<file path="config.mk">
export PLATFORM = sky130hd
export DESIGN_NAME = am_tx_safety_sequencer
export DESIGN_NICKNAME = d
export VERILOG_FILES = /design/src/rtl/am_tx_safety_sequencer.sv
export SDC_FILE = /design/constraint.sdc
export NUM_CORES = 1
export LEC_CHECK = 0
export ABC_AREA = 1
export CAP_MARGIN = 20
export CORE_ASPECT_RATIO = 0.8
export CORE_MARGIN = 5
export CORE_UTILIZATION = 40
export DETAILED_ROUTE_END_ITERATION = 16
export GPL_TIMING_DRIVEN = 1
export SLEW_MARGIN = 0
export SYNTH_ARGS = -nofsm -noshare
export SYNTH_HDL_FRONTEND = slang
export SYNTH_SLANG_ARGS = --single-unit
</file>
<file path="constraint.sdc">
create_clock -name clk -period 6.8 [get_ports clk]
set_input_delay 0.68 -clock clk [delete_from_list [all_inputs] [get_ports clk]]
set_output_delay 0.68 -clock clk [all_outputs]
set_load 0.01 [all_outputs]
</file>
<file path="src/rtl/am_tx_safety_sequencer.sv">
// AM transmit gain sequencer: arm/ramp/run/ramp-down/hold/fault around a watchdog trip.
// Latency 1 clk sample-to-output; no backpressure, every input sample is accepted.
module am_tx_safety_sequencer #(
    parameter int DATA_W      = 16,
    parameter int RAMP_STEP   = 16,
    parameter int WARN_GAIN   = 128,
    parameter int HOLD_CYCLES = 1000
) (
    input  logic                     clk,
    input  logic                     rstn,
    input  logic                     force_reset,
    input  logic                     warning,
    input  logic                     arm_req,
    input  logic signed [DATA_W-1:0] amp_in,
    input  logic                     amp_valid_in,
    output logic signed [DATA_W-1:0] amp_out,
    output logic                     amp_valid_out,
    output logic                     tx_enable,
    output logic                     fault_latched,
    output logic [2:0]               state,
    output logic [7:0]               fault_count
);

    localparam logic [2:0] ST_IDLE      = 3'd0;
    localparam logic [2:0] ST_RAMP_UP   = 3'd1;
    localparam logic [2:0] ST_RUN       = 3'd2;
    localparam logic [2:0] ST_RAMP_DOWN = 3'd3;
    localparam logic [2:0] ST_HOLD      = 3'd4;
    localparam logic [2:0] ST_FAULT     = 3'd5;

    localparam int          HOLD_W    = (HOLD_CYCLES > 1) ? $clog2(HOLD_CYCLES) : 1;
    localparam logic [HOLD_W-1:0] HOLD_LOAD = HOLD_W'(HOLD_CYCLES - 1);
    localparam logic [8:0]  GAIN_FULL = 9'd256;
    localparam logic [8:0]  GAIN_WARN = 9'(WARN_GAIN);
    localparam logic [9:0]  STEP10    = 10'(RAMP_STEP);
    localparam logic [8:0]  STEP9     = 9'(RAMP_STEP);
    localparam int          PROD_W    = DATA_W + 9;

    logic [2:0]              r_state;
    logic [8:0]              r_gain;
    logic [HOLD_W-1:0]       r_hold_cnt;
    logic [7:0]              r_fault_count;
    logic signed [DATA_W-1:0] r_amp_out;
    logic                    r_amp_valid_out;

    logic [2:0]              w_state_nxt;
    logic [8:0]              w_gain_nxt;
    logic [HOLD_W-1:0]       w_hold_nxt;
    logic                    w_enter_down;
    logic [PROD_W-1:0]       w_amp_ext;
    logic [PROD_W-1:0]       w_gain_ext;
    logic signed [PROD_W-1:0] w_prod;

    // One saturating step of cur toward tgt; never overshoots in either direction.
    function automatic logic [8:0] f_step(input logic [8:0] cur, input logic [8:0] tgt);
        logic [9:0] v_up;
        logic [9:0] v_floor;
        v_up    = {1'b0, cur} + STEP10;
        v_floor = {1'b0, tgt} + STEP10;
        if (cur < tgt)
            f_step = (v_up >= {1'b0, tgt}) ? tgt : v_up[8:0];
        else if (cur > tgt)
            f_step = ({1'b0, cur} <= v_floor) ? tgt : (cur - STEP9);
        else
            f_step = cur;
    endfunction

    always_comb begin
        w_state_nxt = r_state;
        w_gain_nxt  = r_gain;
        w_hold_nxt  = r_hold_cnt;
        case (r_state)
            ST_IDLE, ST_FAULT: begin
                w_gain_nxt = 9'd0;
                if (arm_req && !force_reset)
                    w_state_nxt = ST_RAMP_UP;
            end
            ST_RAMP_UP: begin
                if (force_reset) begin
                    w_state_nxt = ST_RAMP_DOWN;
                end else begin
                    w_gain_nxt = f_step(r_gain, GAIN_FULL);
                    if (w_gain_nxt == GAIN_FULL)
                        w_state_nxt = ST_RUN;
                end
            end
            ST_RUN: begin
                if (force_reset)
                    w_state_nxt = ST_RAMP_DOWN;
                else
                    w_gain_nxt = f_step(r_gain, warning ? GAIN_WARN : GAIN_FULL);
            end
            ST_RAMP_DOWN: begin
                w_gain_nxt = f_step(r_gain, 9'd0);
                if (w_gain_nxt == 9'd0) begin
                    w_state_nxt = ST_HOLD;
                    w_hold_nxt  = HOLD_LOAD;
                end
            end
            ST_HOLD: begin
                w_gain_nxt = 9'd0;
                if (r_hold_cnt == '0)
                    w_state_nxt = ST_FAULT;
                else
                    w_hold_nxt = r_hold_cnt - 1'b1;
            end
            default: w_state_nxt = ST_RAMP_DOWN;
        endcase
    end

    assign w_enter_down = (w_state_nxt == ST_RAMP_DOWN) && (r_state != ST_RAMP_DOWN);

    // Gain is zero-extended so the product stays signed; |amp*256| fits in PROD_W.
    assign w_amp_ext  = {{9{amp_in[DATA_W-1]}}, amp_in};
    assign w_gain_ext = {{DATA_W{1'b0}}, r_gain};
    assign w_prod     = $signed(w_amp_ext) * $signed(w_gain_ext);

    always_ff @(posedge clk or negedge rstn) begin
        if (!rstn) begin
            r_state         <= ST_IDLE;
            r_gain          <= 9'd0;
            r_hold_cnt      <= '0;
            r_fault_count   <= 8'd0;
            r_amp_out       <= '0;
            r_amp_valid_out <= 1'b0;
        end else begin
            r_state         <= w_state_nxt;
            r_gain          <= w_gain_nxt;
            r_hold_cnt      <= w_hold_nxt;
            r_amp_out       <= DATA_W'(w_prod >>> 8);
            r_amp_valid_out <= amp_valid_in;
            if (w_enter_down && (r_fault_count != 8'hFF))
                r_fault_count <= r_fault_count + 8'd1;
        end
    end

    assign state         = r_state;
    assign tx_enable     = (r_state == ST_RAMP_UP) || (r_state == ST_RUN) ||
                           (r_state == ST_RAMP_DOWN);
    assign fault_latched = (r_state == ST_FAULT);
    assign fault_count   = r_fault_count;
    assign amp_out       = r_amp_out;
    assign amp_valid_out = r_amp_valid_out;

endmodule
</file>
==> summary.md <==
| Metric | Value |
|---|---|
| Delay of the slowest cell on the worst path | `0.72 ns` |
| Unique cell type count in the Yosys netlist | `46` |
| Number of buffers inserted for hold repair after clock tree synthesis | `0` |
| Switching power as a share of total power | `22.55%` |
| Die outline area | `23290 sq um` |
| Dominant synthesized flop cell | `sky130_fd_sc_hd__dfrtp_1` |
| Instance count of the mapped netlist | `1099` |
| Gp weighted congestion | `0.9104` |
| Number of buffers inserted by post-CTS setup repair | `0` |
| Slowest CP cell | `sky130_fd_sc_hd__clkdlybuf4s50_1` |
| Fin crit period | `5.882 ns` |
| Total negative slack for setup checks | `0 ns` |
| Buffers and inverters on the worst path | `4` |
| Type of the most critical hold path | `primary input to asynchronous set/reset pin` |
| Arrival time at the worst endpoint | `6.04 ns` |
| # IOs | `52` |
| Data required time at the worst endpoint | `6.95 ns` |
| Clock root cell | `sky130_fd_sc_hd__clkbuf_16` |
| HPWL after detailed placement | `16760 microns` |
| Total number of clock tree sinks | `47` |
| Global routing met3 resource utilization | `2.467%` |
| Max VDD drop | `0.00008577 V` |
| Number of antenna violations at the first check in global routing | `0` |
| Count of final max-slew check failures | `0` |
| Count of flip-flops with a built-in enable after synthesis | `0` |
| Highest net fanout along the worst path | `9` |
| Pre-Repair DR Iteration Count | `5` |
| Sequential element share of the synthesized area | `14.47%` |
| Vertical die dimension | `137.5 microns` |
| Dominant cell type by count on the critical path | `sky130_fd_sc_hd__fa_1` |
| Top area cells in the synthesized netlist | `sky130_fd_sc_hd__fa_1 28%, sky130_fd_sc_hd__dfrtp_1 14%, sky130_fd_sc_hd__nand2_1 13%` |
| Start-to-end type of the worst setup path | `primary input to flip-flop` |
| Sequential group share of total power | `45.4%` |
| Chip Width | `169.4 microns` |
| Relative contribution of combinational cells to total power | `6.9%` |
| DRC viols | `0` |
| Reg clk slew, reported paths | `0.06 ns` |
| Setup repair after global routing missed its margin | `no` |
| Detail-routed net length per standard cell | `14.97 microns` |
| Syn Area/Cell | `7.396 sq um` |
| Synthesis-to-layout area growth | `11.42%` |
| Cell taking the most area after synthesis | `sky130_fd_sc_hd__fa_1` |
| Count of max-cap constraint violations | `0` |
| Fraction of registers with async set or reset after synthesis | `100.0%` |
| Wire length of the first global-routing pass | `34890 microns` |
| Count of cells resized by post-cts repair | `0` |
| H-tree lvl count | `2` |
| Pin count of the biggest net entering global routing | `48` |
| Antenna fix cells | `0` |
| Final hold violations | `0` |
| Number of placement rows | `46` |
| Max clock buf depth | `2` |
| Leakage power | `5.346 nW` |
| # setup viols final | `0` |
| Crit-path cells | `clkdlybuf4s50_1 > nand2_1 > inv_1 > fa_1 > fa_1 > inv_1 > fa_1 > fa_1 > inv_1 > fa_1 > ha_1 > a21o_1 > a21oi_1 > a21boi_0 > o221ai_1 > xor2_1` |
| Via count of the first global-routing pass | `6617` |
| TritonCTS clock tree | `yes` |
| Worst hold slack after final layout | `0.4916 ns` |
| Clock Power Share | `47.6%` |
| Reported net switching power | `138.9 uW` |
| Number of synthesized register bits | `47` |
| Count of warnings emitted by yosys | `0` |
| Post-route ant nets | `0` |
| Clock tree skew after final layout | `0.007838 ns` |
| Number of vias per cell after detailed routing | `4.815` |
| Initial core utilization | `40.81%` |
| Detailed router's first-iteration violation count | `516` |
| Leading post-synthesis cells by instance count | `280 x sky130_fd_sc_hd__nand2_1, 278 x sky130_fd_sc_hd__inv_1, 114 x sky130_fd_sc_hd__fa_1` |
| Fraction of final layout cells sized beyond drive strength 1 | `3.619%` |
| GRT Max-Usage Layer | `met1` |
| Global route overflow | `0` |
| Max frequency | `170.0 MHz` |
| Slew Limit Headroom | `39.46%` |
| Total power density per cell area | `68.01 nW/um^2` |
| GR Layer Usage met2 | `27.88%` |
| Leading cell type by number of instances after synthesis | `sky130_fd_sc_hd__nand2_1` |
| Slew at the pin closest to its max-slew limit | `0.9081 ns` |
| Total GRT Usage | `18.70%` |
| Category of the worst setup path launch point | `primary input` |
| Skew-Pair Late Insertion Delay | `0.30 ns` |
| Std-Cell Core Area | `19910 sq um` |
| Cell area after technology mapping | `8128 sq um` |
| P_int | `477.0 uW` |
| Result of the run | `finished, final reports clean` |
| Number of nets in the layout | `1329` |
| Vias after detailed routing | `6727` |
| Met1 Usage GRT | `29.71%` |
| Critical Path Sink Type | `flip-flop` |
| Final worst path period share | `86.51%` |
| IO buf count | `51` |
| TritonCTS Buffers | `5` |
| Total wire length | `20910 microns` |
| Share of Yosys cell area claimed by the top area cell type | `28.08%` |
| Total nets after synthesis | `1296` |
| Kind of cell adding the most delay to the critical path | `adder cells` |
[through the flow]
stage / total power [mW] / util (%) / setup WS, ns / instance area, sq um / std cells
floorplan: 0.3021 / - / 1.689 / 8128 / 1099
global placement: 0.3276 / 44.60 / 0.6331 / 8882 / 1389
detailed placement: 0.3282 / 44.60 / 0.6560 / 8882 / 1389
CTS: 0.6244 / 45.48 / 0.9503 / 9056 / 1397
global route: 0.6396 / 45.48 / 0.6643 / 9056 / 1397
finish: 0.6159 / 45.48 / 0.9176 / 9056 / 1397
[registers in the layout, summed over array words and instances (netlist names)]
name           cells
fault_count        8
state              3
r_gain             9
r_hold_cnt        10
amp_valid_out      1
amp_out           16
[routing by layer]
layer,up-vias,routed length [microns]
li1,3331,-
met1,3210,10770
met2,170,8914
met3,16,1072
met4,0,154
met5,-,0
[worst paths after layout]
| check | startpoint | end | slack (ns) | cells past startpoint |
|---|---|---|---|---|
| hold / removal | rstn | fault_count[4] | 0.49 | 2 |
| setup / recovery | amp_in[15] | amp_out[11] | 0.92 | 16 |
| min in group clk | fault_count[4] | fault_count[4] | 0.52 | 1 |
| hold reg to reg | fault_count[4] | fault_count[4] | 0.52 | 1 |
| max in group asynchronous | rstn | amp_out[13] | 5.86 | 2 |
| setup reg to reg | r_gain[1] | amp_out[11] | 1.07 | 15 |
[area by class of cell]
cell class              count  area (sq um)
repair buffers             63         595.6
clock inverters             2         35.03
multi-input cells         735          5729
flip-flops and latches     47          1176
well taps                 264         330.3
clock buffers               6         138.9
inverters                 280          1051
fillers                  2020         10860
[cells in the final DEF, fill, tap and decap left out, types with 2 or more instances in the layout]
cell type	n
sky130_fd_sc_hd__nand2_1	280
sky130_fd_sc_hd__inv_1	278
sky130_fd_sc_hd__fa_1	114
sky130_fd_sc_hd__ha_1	61
sky130_fd_sc_hd__nor2_1	51
sky130_fd_sc_hd__clkdlybuf4s50_1	50
sky130_fd_sc_hd__dfrtp_1	47
sky130_fd_sc_hd__nand3_1	42
sky130_fd_sc_hd__a21oi_1	39
sky130_fd_sc_hd__o21ai_0	32
sky130_fd_sc_hd__xor2_1	29
sky130_fd_sc_hd__nor3_1	12
sky130_fd_sc_hd__buf_4	12
sky130_fd_sc_hd__nand4_1	9
sky130_fd_sc_hd__xnor2_1	9
sky130_fd_sc_hd__o21ai_1	8
sky130_fd_sc_hd__o21bai_1	5
sky130_fd_sc_hd__a21boi_0	5
sky130_fd_sc_hd__clkbuf_16	5
sky130_fd_sc_hd__a21o_1	4
sky130_fd_sc_hd__nand2_2	4
sky130_fd_sc_hd__or2_2	4
sky130_fd_sc_hd__nor2_4	3
sky130_fd_sc_hd__nand3_2	2
sky130_fd_sc_hd__nor2_2	2
sky130_fd_sc_hd__a31oi_1	2
sky130_fd_sc_hd__nor4_1	2
sky130_fd_sc_hd__and2_1	2
[power groups by stage]
stage	sequential (mW)	clock (mW)	combinational, mW
after floorplan	0.285	0	0.0167
after global placement	0.285	0	0.0425
after detailed placement	0.285	0	0.0430
after CTS	0.280	0.301	0.0433
after global routing	0.280	0.313	0.0473
final	0.280	0.293	0.0427
[cell families after synthesis]
group           after synthesis  share of synthesized area [%]
compound gates              105                          7.328
flops                        47                          14.47
simple gates                416                          21.46
buf+inv                     317                          15.04
fa+ha+maj                   175                          37.47
mux                           1                         0.1385
xor+xnor                     38                          4.095
No activity file was read; power rests on OpenSTA's default activity.
